### src/rtl/definitions_pkg.sv
// Shared definitions for the commit_monitor slice: monitor FSM states and the default tohost address.
package definitions_pkg;

    typedef enum logic [1:0] {
        MON_IDLE,
        MON_RUN,
        MON_DRAIN,
        MON_DONE
    } mon_state_e;

    localparam logic [63:0] TOHOST_ADDR_DEF = 64'h7F8;

endpackage

### src/rtl/commit_monitor_chk_delay_line.sv
// chk_delay_line: DEPTH-deep valid/payload shift register with a synchronous active-low clear.
module chk_delay_line #(
    parameter int unsigned DEPTH = 1,
    parameter int unsigned W     = 8
) (
    input  logic         clk_i,
    input  logic         clr_ni,
    input  logic         push_valid_i,
    input  logic [W-1:0] push_data_i,
    output logic         tail_valid_o,
    output logic [W-1:0] tail_data_o
);

    logic [DEPTH-1:0]        valid_q;
    logic [DEPTH-1:0][W-1:0] data_q;

    always_ff @(posedge clk_i) begin
        if (!clr_ni) begin
            valid_q <= '0;
            data_q  <= '0;
        end else begin
            valid_q[0] <= push_valid_i;
            data_q[0]  <= push_data_i;
            for (int unsigned i = 1; i < DEPTH; i++) begin
                valid_q[i] <= valid_q[i-1];
                data_q[i]  <= data_q[i-1];
            end
        end
    end

    assign tail_valid_o = valid_q[DEPTH-1];
    assign tail_data_o  = data_q[DEPTH-1];

endmodule

### src/rtl/commit_monitor.sv
// commit_monitor: reads back every tapped RF/data-RAM write CHECK_LAT cycles later and reports the
// riscv-tests TOHOST verdict. Define COMMIT_MONITOR_MEM_CHECK_EN to build the data-RAM check channel.
module commit_monitor
    import definitions_pkg::*;
#(
    parameter int unsigned       XLEN         = 64,
    parameter int unsigned       ADDR_W       = 12,
    parameter int unsigned       CHECK_LAT    = 1,
    parameter int unsigned       DRAIN_CYCLES = 6,
    parameter logic [ADDR_W-1:0] TOHOST_ADDR  = ADDR_W'(TOHOST_ADDR_DEF),
    parameter int unsigned       CNT_W        = 32
) (
    input  logic              clk_i,
    input  logic              rst_ni,
    input  logic              en_i,
    input  logic              rf_we_i,
    input  logic [4:0]        rf_a_i,
    input  logic [XLEN-1:0]   rf_d_i,
    output logic [4:0]        rf_rb_a_o,
    input  logic [XLEN-1:0]   rf_rb_d_i,
    input  logic              mem_we_i,
    input  logic [ADDR_W-1:0] mem_a_i,
    input  logic [XLEN-1:0]   mem_wd_i,
    input  logic [XLEN/8-1:0] mem_be_i,
    output logic [ADDR_W-1:0] mem_rb_a_o,
    input  logic [XLEN-1:0]   mem_rb_d_i,
    output logic [CNT_W-1:0]  cycle_cnt_o,
    output logic [CNT_W-1:0]  reg_err_cnt_o,
    output logic [CNT_W-1:0]  mem_err_cnt_o,
    output logic [CNT_W-1:0]  chk_cnt_o,
    output logic [XLEN-1:0]   tohost_val_o,
    output logic              err_o,
    output logic              done_o,
    output logic              pass_o
);

    localparam int unsigned BE_W    = XLEN / 8;
    localparam int unsigned OFF_W   = $clog2(BE_W);
    localparam int unsigned DRAIN_W = $clog2(DRAIN_CYCLES + 2);
    localparam int unsigned RF_A_W  = 5;

    typedef struct packed {
        logic [RF_A_W-1:0] addr;
        logic [XLEN-1:0]   data;
    } reg_entry_t;

    typedef struct packed {
        logic [ADDR_W-1:0] addr;
        logic [XLEN-1:0]   data;
        logic [BE_W-1:0]   be;
    } mem_entry_t;

    mon_state_e        state_q;
    logic [DRAIN_W-1:0] drain_q;
    logic              run_c, tohost_hit_c, drain_end_c, done_nx_c, pass_nx_c;
    logic [ADDR_W-1:0] mem_word_a_c;
    logic [XLEN-1:0]   tohost_nx_c;
    logic              reg_tail_v, reg_mis_c, mem_tail_v, mem_mis_c;
    reg_entry_t        reg_push, reg_tail;
    logic [1:0]        chk_inc_c;
    logic [CNT_W-1:0]  reg_err_nx_c, mem_err_nx_c;

    function automatic logic [CNT_W-1:0] sat_add(input logic [CNT_W-1:0] a, input logic [1:0] inc);
        logic [CNT_W:0] sum;
        sum = {1'b0, a} + (CNT_W+1)'(inc);
        return sum[CNT_W] ? '1 : sum[CNT_W-1:0];
    endfunction

    assign run_c        = (state_q == MON_RUN) || (state_q == MON_DRAIN);
    assign mem_word_a_c = {mem_a_i[ADDR_W-1:OFF_W], OFF_W'(0)};
    assign tohost_hit_c = (state_q == MON_RUN) && mem_we_i && (mem_word_a_c == TOHOST_ADDR)
                          && mem_be_i[0] && mem_wd_i[0];
    assign drain_end_c  = (state_q == MON_DRAIN) && (drain_q == DRAIN_W'(DRAIN_CYCLES));

    // Register-file channel: x0 writes are never queued.
    assign reg_push = '{addr: rf_a_i, data: rf_d_i};

    chk_delay_line #(.DEPTH(CHECK_LAT), .W($bits(reg_entry_t))) u_reg_line (
        .clk_i        (clk_i),
        .clr_ni       (rst_ni),
        .push_valid_i (run_c && rf_we_i && (rf_a_i != RF_A_W'(0))),
        .push_data_i  (reg_push),
        .tail_valid_o (reg_tail_v),
        .tail_data_o  (reg_tail)
    );

    assign rf_rb_a_o = reg_tail.addr;
    assign reg_mis_c = reg_tail_v && (rf_rb_d_i != reg_tail.data);

`ifdef COMMIT_MONITOR_MEM_CHECK_EN
    mem_entry_t      mem_push, mem_tail;
    logic [XLEN-1:0] be_mask_c;
    logic            unused_c;

    assign mem_push = '{addr: mem_word_a_c, data: mem_wd_i, be: mem_be_i};

    chk_delay_line #(.DEPTH(CHECK_LAT), .W($bits(mem_entry_t))) u_mem_line (
        .clk_i        (clk_i),
        .clr_ni       (rst_ni),
        .push_valid_i (run_c && mem_we_i),
        .push_data_i  (mem_push),
        .tail_valid_o (mem_tail_v),
        .tail_data_o  (mem_tail)
    );

    // Only the byte lanes the store actually wrote take part in the compare.
    always_comb begin
        be_mask_c = '0;
        for (int unsigned b = 0; b < BE_W; b++) begin
            be_mask_c[8*b +: 8] = {8{mem_tail.be[b]}};
        end
    end

    assign mem_rb_a_o = mem_tail.addr;
    assign mem_mis_c  = mem_tail_v && (((mem_rb_d_i ^ mem_tail.data) & be_mask_c) != '0);
    assign unused_c   = ^mem_a_i[OFF_W-1:0];
`else
    logic unused_c;

    assign mem_tail_v = 1'b0;
    assign mem_mis_c  = 1'b0;
    assign mem_rb_a_o = '0;
    assign unused_c   = ^{mem_a_i[OFF_W-1:0], mem_rb_d_i, mem_be_i[BE_W-1:1]};
`endif

    assign chk_inc_c    = {1'b0, reg_tail_v} + {1'b0, mem_tail_v};
    assign reg_err_nx_c = sat_add(reg_err_cnt_o, {1'b0, reg_mis_c});
    assign mem_err_nx_c = sat_add(mem_err_cnt_o, {1'b0, mem_mis_c});
    assign tohost_nx_c  = tohost_hit_c ? mem_wd_i : tohost_val_o;
    assign done_nx_c    = done_o | drain_end_c;
    assign pass_nx_c    = done_nx_c && (tohost_nx_c == XLEN'(1))
                          && (reg_err_nx_c == '0) && (mem_err_nx_c == '0);

    // Control FSM plus registered counters; checks keep retiring after DONE.
    always_ff @(posedge clk_i) begin
        if (!rst_ni) begin
            state_q       <= MON_IDLE;
            drain_q       <= '0;
            cycle_cnt_o   <= '0;
            reg_err_cnt_o <= '0;
            mem_err_cnt_o <= '0;
            chk_cnt_o     <= '0;
            tohost_val_o  <= '0;
            err_o         <= 1'b0;
            done_o        <= 1'b0;
            pass_o        <= 1'b0;
        end else begin
            case (state_q)
                MON_IDLE: if (en_i) state_q <= MON_RUN;
                MON_RUN: begin
                    if (tohost_hit_c) begin
                        state_q <= MON_DRAIN;
                        drain_q <= '0;
                    end
                end
                MON_DRAIN: begin
                    if (drain_end_c) state_q <= MON_DONE;
                    else             drain_q <= drain_q + DRAIN_W'(1);
                end
                default: ;
            endcase
            if (run_c) cycle_cnt_o <= sat_add(cycle_cnt_o, 2'd1);
            chk_cnt_o     <= sat_add(chk_cnt_o, chk_inc_c);
            reg_err_cnt_o <= reg_err_nx_c;
            mem_err_cnt_o <= mem_err_nx_c;
            err_o         <= reg_mis_c | mem_mis_c;
            tohost_val_o  <= tohost_nx_c;
            done_o        <= done_nx_c;
            pass_o        <= pass_nx_c;
        end
    end

endmodule

### config.mk
export PLATFORM = sky130hd
export DESIGN_NAME = commit_monitor
export DESIGN_NICKNAME = d
export VERILOG_FILES = /design/src/rtl/definitions_pkg.sv /design/src/rtl/commit_monitor_chk_delay_line.sv /design/src/rtl/commit_monitor.sv
export SDC_FILE = /design/constraint.sdc
export NUM_CORES = 1
export LEC_CHECK = 0
export CAP_MARGIN = 10
export CORE_AREA = 5 5 189 191
export DETAILED_ROUTE_END_ITERATION = 10
export DIE_AREA = 0 0 194 196
export HOLD_SLACK_MARGIN = 0.05
export MAX_ROUTING_LAYER = met4
export PLACE_DENSITY = 0.69
export SYNTH_ARGS = -nofsm -noshare
export SYNTH_HDL_FRONTEND = slang
export SYNTH_SLANG_ARGS = --single-unit
### constraint.sdc
create_clock -name clk_i -period 5.2 [get_ports clk_i]
set_input_delay 0.52 -clock clk_i [delete_from_list [all_inputs] [get_ports clk_i]]
set_output_delay 0.52 -clock clk_i [all_outputs]
set_load 0.1 [all_outputs]
; ---- Word-level counts from Yosys, hierarchy flattened
; Index checks and enable logic that the tools add are counted.
[totals]
register_bits = 238
latch_bits = 0
mem_bits_rw = 0
romBits = 0
output_inout_bits = 212
mem_count = 0
[op_classes]
n_addsub = 4
multipliers = 0
div_mod_pow = 0
magnitude_cmp = 0
eq_ne = 10
n_shift = 0
muxes = 11
bitwise_logic = 1
n_reduce_logical = 18
[ops]
columns = cell, count
row1 = 32-bit two-way mux, 3
row2 = 32-bit by 1-bit adder with 33-bit output, 2
row3 = "64-bit by 1-bit == test with 1-bit output, second input constant", 1
row4 = 64-bit two-way mux, 1
row5 = 64-bit != test, 1
row6 = "32-bit by 1-bit adder with 33-bit output, second input constant", 1
row7 = 32-bit logical NOT, 1
row8 = 1-bit logical AND, 10
row9 = "9-bit by 8-bit == test with 1-bit output, second input constant", 1
row10 = "2-bit != test, second input constant", 4
row11 = 2-bit two-way mux, 3
row12 = 3-bit two-way mux, 2
row13 = 2-bit one-hot mux with 3 select lines, 1
row14 = 3-bit one-hot mux with 2 select lines, 1
row15 = 5-bit nonzero test, 1
row16 = 4-bit AND reduction, 1
row17 = "3-bit by 1-bit adder with 3-bit output, second input constant", 1
row18 = "3-bit == test, second input constant", 1
row19 = 3-bit AND reduction, 1
row20 = 3-bit nonzero test, 1
row21 = "2-bit by 1-bit == test with 1-bit output, second input constant", 1
row22 = "2-bit == test, second input constant", 1
row23 = 2-bit logical NOT, 1
row24 = 2-bit nonzero test, 1
row25 = other kinds (2), 2

; ---- Longest topological paths before layout
; Gate-level depths: netlist of run 1.
[depth]
depth_word = 9
depth_mapped = 14

; ---- Hierarchy
; Synthesis of run 1 repeated with hierarchy kept, for this count alone.
[unflattened]
cells_unflattened = 1199
area_unflattened_um2 = 10487.6
[modules_own_cells]
columns = module, n_inst, cells_per_inst, area_each_um2
row1 = commit_monitor, 1, 1052, 8559.5
row2 = chk_delay_line, 1, 147, 1928.1

; ---- Worst setup path before layout of run 1
; Ideal clock, no wire load.
[synth_path]
path_kind = reg2reg
start = register reg_err_cnt_o[4]
end = register pass_o
arrival_ps = 3425
required_ps = 5112
slack_ps = 1687
path_stages_with_launch = 10
path_buffers = 2
synth_period_minus_slack_ps = 3513
cell_sequence = dfxtp_1 > buf_2 > nand4_2 > buf_6 > or4_1 > nor2_2 > nand4_1 > xnor2_1 > or4_1 > nor4_2
[synth_via]
elab_chain_cells = 4
[synth_rtl]
columns = item, line_no
row1 = start: declaration, commit_monitor.sv:28  ; output logic [CNT_W-1:0] reg_err_cnt_o,
row2 = start signal: assignment, commit_monitor.sv:164  ; reg_err_cnt_o <= reg_err_nx_c;
row3 = 32-bit by 1-bit adder with 33-bit output, commit_monitor.sv:65  ; sum = {1'b0, a} + (CNT_W+1)'(inc);
row4 = 32-bit two-way mux, commit_monitor.sv:66  ; return sum[CNT_W] ? '1 : sum[CNT_W-1:0];
row5 = 32-bit logical NOT, commit_monitor.sv:132  ; && (reg_err_nx_c == '0) && (mem_err_nx_c == '0);
row6 = 1-bit logical AND, commit_monitor.sv:132
row7 = end signal: assignment, commit_monitor.sv:169  ; pass_o <= pass_nx_c;
row8 = end: declaration, commit_monitor.sv:34  ; output logic pass_o
; No other way between the ends.
; A chain may end at the register's enable or synchronous reset.

; ---- Final worst setup path of run 1
[layout_path]
start = input rf_rb_d_i[14]
end = register pass_o
[layout_via]
elab_chain_cells = 6
[layout_rtl]
columns = item, line_no
row1 = start: declaration, commit_monitor.sv:20  ; input logic [XLEN-1:0] rf_rb_d_i,
row2 = 64-bit != test, commit_monitor.sv:88  ; assign reg_mis_c = reg_tail_v && (rf_rb_d_i != reg_tail.data);
row3 = 1-bit logical AND, commit_monitor.sv:88
row4 = net reg_mis_c, commit_monitor.sv:58  ; logic reg_tail_v, reg_mis_c, mem_tail_v, mem_mis_c;
row5 = 32-bit by 1-bit adder with 33-bit output, commit_monitor.sv:65
row6 = 32-bit two-way mux, commit_monitor.sv:66
row7 = 32-bit logical NOT, commit_monitor.sv:132
row8 = 1-bit logical AND, commit_monitor.sv:132
; The timed path passes the listed nets, and every way through them passes these cells.

==> Implementation_results.wiki, run 1 <==
{| class="wikitable"
! Metric !! Value
|-
| Number of endpoints failing setup at the final stage || 0
|-
| EDFF count, synth || 0
|-
| Layout area overhead || 47.1%
|-
| Buffer and inverter count on the worst path || 1
|-
| Cell row count || 68
|-
| Sequential cell area || 4760 um2
|-
| First-pass iteration count of the detailed router || 4
|-
| Required time of the worst setup path || 5.65 ns
|-
| Max-slew headroom at the worst pin || 25.8%
|-
| Drt via density || 4.76
|-
| Per-cell routed wire length || 17.1 um
|-
| Gate count after technology mapping || 1,212
|-
| Most frequent cells in the layout || 377 x sky130_fd_sc_hd__clkdlybuf4s50_1, 238 x sky130_fd_sc_hd__dfxtp_1, 171 x sky130_fd_sc_hd__nand2_1
|-
| Total via count in the routed design || 9,692
|-
| Initial cell density of the core || 31.0%
|-
| Number of register bits inferred by synthesis || 238
|-
| Total power || 4680 uW
|-
| Cell leakage power || 0.00551 uW
|-
| Die Width || 194 um
|-
| Critical path type || in -> reg
|-
| Sequential share of the synthesized area || 45.3%
|-
| IO buf count || 379
|-
| I/O pin cnt || 498
|-
| Synth Warn # || 0
|-
| Clock Root Buffer || sky130_fd_sc_hd__clkbuf_16
|-
| Number of setup buffers added after CTS || 0
|-
| Final hold slack || 0.471 ns
|-
| Maximum single-stage delay on the critical path || 0.52 ns
|-
| Largest net degree at the start of global routing || 86
|-
| Area of the mapped netlist || 10,500 um2
|-
| Initial antenna violation count || 0
|-
| Crit-path slowest cell || sky130_fd_sc_hd__clkdlybuf4s50_1
|-
| CP arrival || 4.47 ns
|-
| RSZ-0062 raised after global routing || no
|-
| Floorplan Core Area || 33,900 um2
|-
| Overall track demand over capacity in global routing || 17.6%
|-
| Final hold violation count || 0
|-
| Worst vdd ir || 0.278 mV
|-
| Worst hold-check path type || reg -> reg
|-
| Antenna Cells || 0
|-
| Clock tree from TritonCTS || done
|-
| Die span in y || 196 um
|-
| Clock period minus worst slack || 4.02 ns
|-
| Outcome || completed
|-
| Routability Congestion || 0.923
|-
| Largest fanout of any net on the critical path || 4
|-
| Fill cell total of the finished layout || 3,213
|-
| Post-CTS sizing || 0
|-
| HPWL after DPL || 26.3 mm
|-
| Async set-reset flop share out of synthesis || 0%
|-
| Number of nets at the end of the flow || 1,861
|-
| Depth of the critical timing path with buffers and inverters included || 15
|-
| Clk sink count || 238
|-
| Average size of a mapped cell || 8.68 um2
|-
| Slew at the pin closest to its max-slew limit || 1.10 ns
|-
| Most common cell after layout, fill and taps aside || sky130_fd_sc_hd__clkdlybuf4s50_1
|-
| CTS clock-pin slew for the worst setup and hold paths || 0.06 ns
|-
| Clock Path Buffers || 3
|-
| Number of global-route vias before repair || 9,586
|-
| Setup skew after layout || 0.0154 ns
|-
| Reported max-cap violation count || 0
|-
| Main flop type after synthesis || sky130_fd_sc_hd__dfxtp_1
|-
| Htree depth || 1
|-
| TritonCTS buffer count || 29
|-
| Iteration-0 DRC count of the detailed router || 364
|-
| Series of cell instances along the critical path || clkdlybuf4s50_1, xnor2_1, nand4_1, nor4_1, nand2_1, o31a_1, ha_1, ha_1, nand3_1, nor4_4, nand4_1, mux2_4, a211o_1, or4_1, nor4_2
|-
| Launching element type of the critical path || input pin
|-
| Multi-input logic area || 5270 um2
|-
| Depth of the worst register-to-register path || 14
|-
| Antenna Nets Post-Route || 0
|-
| Power per cell area || 302 nW/um2
|-
| Post-Place Worst Slack || 0.547 ns
|-
| Final max-slew violation count || 0
|-
| Hold buffers post-CTS || 0
|-
| Portion of the clock cycle consumed by the worst path in the final layout || 77.2%
|-
| Remaining DRCs || 0
|-
| Full die area || 38,000 um2
|-
| Cell family with the largest share of critical-path delay || simple AND/OR/NAND/NOR gates
|-
| Setup slack of the critical path after layout || 1.18 ns
|-
| Post-synthesis cell type count || 55
|-
| Fraction of layout instances using a drive strength above 1 || 4.55%
|-
| Wirelength, routed || 34.9 mm
|-
| Wire length of the first global-routing pass || 53.0 mm
|-
| Global route overflow || 0
|-
| Clk_lat worst skew || 0.55 ns
|-
| Hold Path Stages || 2
|-
| Kind of capture point of the worst setup path || register
|-
| Final TNS setup || 0 ns
|-
| Fmax || 249 MHz
|}
-- path summary, 6_finish.rpt --
check / start / endpoint / slack, ns
min reg2reg: tohost_val_o[60]$_SDFF_PN0_ / tohost_val_o[60]$_SDFF_PN0_ / 0.47
max reg2reg: u_reg_line.tail_data_o[14]$_SDFF_PN0_ / pass_o$_SDFF_PN0_ / 1.36
max: rf_rb_d_i[14] / pass_o$_SDFF_PN0_ / 1.18
min: tohost_val_o[60]$_SDFF_PN0_ / tohost_val_o[60]$_SDFF_PN0_ / 0.47
-- cell usage after synthesis, drive strengths merged (2+ instances only) --
master / n / area share, %
a211oi: 3 / 0.21
a21oi: 150 / 7.1
a22oi: 2 / 0.14
a311oi: 3 / 0.25
a31oi: 7 / 0.42
and2: 78 / 4.6
and3: 23 / 1.4
and4: 10 / 0.83
buf: 58 / 3.9
clkbuf: 50 / 1.8
dfxtp: 238 / 45
ha: 12 / 1.4
inv: 15 / 0.53
mux2: 3 / 0.36
nand2: 171 / 6.1
nand2b: 2 / 0.12
nand3: 41 / 1.9
nand4: 43 / 2.7
nor2: 50 / 1.8
nor3: 14 / 0.67
nor4: 48 / 3.2
nor4b: 2 / 0.17
o211a: 3 / 0.29
o21a: 3 / 0.21
o21ai: 10 / 0.48
or2: 5 / 0.30
or3: 4 / 0.24
or4: 8 / 0.57
xnor2: 68 / 5.7
xor2: 72 / 6.0
-- cell type report --
type,count,share of cell area [%]
clock buffers,41,5.49
multi-input cells,894,34.0
clock inverters,8,0.905
repair buffers,385,24.7
flip-flops and latches,238,30.8
well taps,455,3.68
inverters,15,0.380
-- registers in the layout, indices dropped and copies added, names as in the netlist, 2 cells and up --
register                flops
chk_cnt_o                  32
cycle_cnt_o                32
drain_q                     3
reg_err_cnt_o              32
state_q                     2
tohost_val_o               64
u_reg_line.tail_data_o     69
-- report_power, final --
group | total, uW | internal [uW] | switching [uW]
Sequential | 1910 | 1870 | 31.5
Clock | 2100 | 1320 | 778
Combinational | 676 | 261 | 415
Total | 4680 | 3450 | 1220
-- cell families after synthesis --
logic type	count (synthesis)	share of synthesized area, %
xor gates and xnor gates	140	11.6
and+or+nand+nor	504	25.0
other	1	0.0356
AOI/OAI and AO/OA	190	9.90
buffers and inverters	123	6.28
adders and majority gates	12	1.43
DFF	238	45.3
muxes	4	0.452
-- worst reg2reg max path, delay by kind of cell (launching register included) --
| family | cells | cell delay, ns |
|---|---|---|
| simple gates | 8 | 1.89 |
| compound gates | 2 | 0.60 |
| fa+ha+maj | 2 | 0.47 |
| flops | 1 | 0.31 |
| mux | 1 | 0.31 |
| xor+xnor | 1 | 0.18 |
-- metal layers --
layer | vias to the layer above | GRT usage (%) | routed length (um)
met5 | - | - | 0
met4 | 0 | 5.89 | 1270
met3 | 62 | 6.34 | 3290
met2 | 405 | 28.9 | 16200
met1 | 4432 | 20.1 | 14100
li1 | 4793 | - | -
-- through the flow --
| stage | utilization, % | std cells | cell area [um2] |
|---|---|---|---|
| floorplan | - | 1255 | 10700 |
| global placement | 42.7 | 1987 | 14500 |
| detailed placement | 42.7 | 1987 | 14500 |
| CTS | 45.6 | 2036 | 15500 |
| global route | 45.6 | 2036 | 15500 |
| finish | 45.6 | 2036 | 15500 |
(Power assumes the default switching activity.)
==> run 2, diff against run 1 <==
--- a/config.mk
+++ b/config.mk
@@ -6,12 +6,12 @@
 export NUM_CORES = 1
 export LEC_CHECK = 0
 export CAP_MARGIN = 10
-export CORE_AREA = 5 5 189 191
+export CORE_AREA = 5 5 192 194
 export DETAILED_ROUTE_END_ITERATION = 10
-export DIE_AREA = 0 0 194 196
+export DIE_AREA = 0 0 197 199
 export HOLD_SLACK_MARGIN = 0.05
 export MAX_ROUTING_LAYER = met4
-export PLACE_DENSITY = 0.69
+export PLACE_DENSITY = 0.67
 export SYNTH_ARGS = -nofsm -noshare
 export SYNTH_HDL_FRONTEND = slang
 export SYNTH_SLANG_ARGS = --single-unit
==> constraint.sdc (replaced) <==
create_clock -name clk_i -period 3.81 [get_ports clk_i]
set_input_delay 0.381 -clock clk_i [delete_from_list [all_inputs] [get_ports clk_i]]
set_output_delay 0.381 -clock clk_i [all_outputs]
set_load 0.1 [all_outputs]
==> Implementation_results.wiki, run 2 (same netlist as run 1, synthesis figures left out) <==
{| class="wikitable"
! Metric !! Value
|-
| Most common cell after layout, fill and taps aside || sky130_fd_sc_hd__clkdlybuf4s50_1
|-
| Post-CTS sizing || 0
|-
| Worst hold-check path type || in -> reg
|-
| Buffer and inverter count on the worst path || 0
|-
| Die Width || 197 um
|-
| Overall track demand over capacity in global routing || 17.9%
|-
| Cell leakage power || 0.00566 uW
|-
| Most used cell, CP || sky130_fd_sc_hd__nor4_2
|-
| Floorplan Core Area || 35,100 um2
|-
| Power per cell area || 399 nW/um2
|-
| Per-cell routed wire length || 17.5 um
|-
| Wirelength, routed || 36.4 mm
|-
| Total power || 6290 uW
|-
| Launching element type of the critical path || register
|-
| CTS clock-pin slew for the worst setup and hold paths || 0.06 ns
|-
| Flip-flop count of the largest register after layout || 69
|-
| Kind of capture point of the worst setup path || register
|-
| Placed cell area || 14,800 um2
|-
| Worst vdd ir || 0.303 mV
|-
| Antenna Nets Post-Route || 0
|-
| Global route overflow || 0
|-
| TritonCTS buffer count || 28
|-
| Clock period minus worst slack || 3.63 ns
|-
| Most Used Layer, Global Route || met2
|-
| Remaining DRCs || 0
|-
| Clock Path Buffers || 3
|-
| Portion of the clock cycle consumed by the worst path in the final layout || 95.4%
|-
| Clock tree from TritonCTS || done
|-
| Hold Path Stages || 3
|-
| Crit-path slowest cell || sky130_fd_sc_hd__or4_1
|-
| Iteration-0 DRC count of the detailed router || 341
|-
| IO buf count || 379
|-
| Layout area overhead || 49.7%
|-
| Fraction of layout instances using a drive strength above 1 || 6.98%
|-
| Critical register-to-register path endpoint || pass_o$_SDFF_PN0_
|-
| Die span in y || 199 um
|-
| Clk_lat worst skew || 0.54 ns
|-
| Outcome || completed
|-
| Hold Startpoint || mem_wd_i[10]
|-
| Required time of the worst setup path || 4.26 ns
|-
| Setup slack of the critical path after layout || 0.176 ns
|-
| Global-route met3 utilization || 5.86%
|-
| Total via count in the routed design || 9,935
|-
| Clock Root Buffer || sky130_fd_sc_hd__clkbuf_16
|-
| Initial cell density of the core || 30.0%
|-
| Reported max-cap violation count || 0
|-
| Antenna Cells || 0
|-
| Post-Place Worst Slack || -0.489 ns
|-
| Setup skew after layout || 0.0105 ns
|-
| Slew at the pin closest to its max-slew limit || 1.15 ns
|-
| HPWL after DPL || 28.0 mm
|-
| I/O pin cnt || 498
|-
| Most frequent cells in the layout || 377 x sky130_fd_sc_hd__clkdlybuf4s50_1, 238 x sky130_fd_sc_hd__dfxtp_1, 171 x sky130_fd_sc_hd__nand2_1
|-
| Series of cell instances along the critical path || xnor2_1, nand4_1, nor4_2, nand2_1, o31a_1, ha_1, ha_1, nand4_1, nor4_2, nand3_1, mux2_2, a211o_1, or4_1, nor4_2
|-
| Full die area || 39,200 um2
|-
| Number of nets at the end of the flow || 1,894
|-
| Launching point of the worst reg2reg path || u_reg_line.tail_data_o[63]$_SDFF_PN0_
|-
| Final max-slew violation count || 0
|-
| Fraction of the core area covered by cells at the end of the flow || 44.9%
|-
| Depth of the worst register-to-register path || 14
|-
| Setup slack on the worst flop-to-flop path || 0.18 ns
|-
| Met1 track demand over resource || 20.7%
|-
| Number of setup buffers added after CTS || 0
|-
| Largest net degree at the start of global routing || 90
|-
| Largest fanout of any net on the critical path || 3
|-
| Fmax || 275 MHz
|-
| First-pass iteration count of the detailed router || 5
|-
| Maximum single-stage delay on the critical path || 0.48 ns
|-
| Drt via density || 4.78
|-
| End of the worst hold path || tohost_val_o[10]$_SDFF_PN0_
|-
| Number of endpoints failing setup at the final stage || 0
|-
| Max-slew headroom at the worst pin || 23.2%
|-
| CP arrival || 4.08 ns
|-
| Critical path type || reg -> reg
|-
| Number of global-route vias before repair || 9,998
|-
| Htree depth || 1
|-
| Cell row count || 69
|-
| Met2 Use GR || 29.7%
|-
| Hold buffers post-CTS || 0
|-
| Cell family with the largest share of critical-path delay || simple AND/OR/NAND/NOR gates
|-
| RSZ-0062 raised after global routing || no
|-
| Fill cell total of the finished layout || 3,388
|-
| Clk sink count || 238
|-
| Wire length of the first global-routing pass || 54.9 mm
|-
| Initial antenna violation count || 0
|-
| Depth of the critical timing path with buffers and inverters included || 14
|-
| Routability Congestion || 0.946
|-
| Final design area excluding fillers || 15,800 um2
|-
| Final hold violation count || 0
|}
-- run 2: metal layers --
metal,up-vias,wire length (um)
met5,-,0
met4,0,1200
met3,71,3320
met2,423,16900
met1,4584,14900
li1,4857,-
-- run 2: final cells by class --
class	count	area [um2]	area share [%]
multi-input combinational	894	5300	33.6
timing repair buffer	419	4090	25.9
inverter	15	58.8	0.373
sequential	238	4760	30.2
clock inverter	8	78.8	0.500
clock buffer	44	892	5.66
tap	461	577	3.66
-- run 2: worst max path at each step --
stage / from / to / slack [ns]
2_1_floorplan: reg_err_cnt_o[4]$_SDFF_PN0_ / pass_o$_SDFF_PN0_ / 0.30
3_3_place_gp: rf_rb_d_i[9] / pass_o$_SDFF_PN0_ / -0.46
3_5_place_dp: rf_rb_d_i[9] / pass_o$_SDFF_PN0_ / -0.49
4_1_cts: u_reg_line.tail_data_o[9]$_SDFF_PN0_ / pass_o$_SDFF_PN0_ / 0.01
5_1_grt: u_reg_line.tail_data_o[15]$_SDFF_PN0_ / pass_o$_SDFF_PN0_ / 0.009
6_report: u_reg_line.tail_data_o[63]$_SDFF_PN0_ / pass_o$_SDFF_PN0_ / 0.18
-- run 2: tightest hold or removal path: cells and delay by family --
family                 cells  cell delay, ns
buffers and inverters      1            0.42
AOI/OAI and AO/OA          1            0.05
and+or+nand+nor            1            0.06
-- run 2: where the power goes --
| part | switching, uW | internal [uW] | leakage (uW) |
|---|---|---|---|
| clock network | 1080 | 1670 | 0.000468 |
| registers | 45.2 | 2560 | 0.00194 |
| logic | 575 | 363 | 0.00325 |
-- run 2: per-stage QoR --
step / TNS, ns / hold WS, ns / std cells
6_report: 0 / 0.418 / 2079
5_1_grt: 0 / 0.400 / 2079
4_1_cts: 0 / 0.389 / 2079
3_5_place_dp: -0.489 / 0.467 / 2027
3_3_place_gp: -0.464 / 0.458 / 2027
2_1_floorplan: 0 / 0.484 / 1255
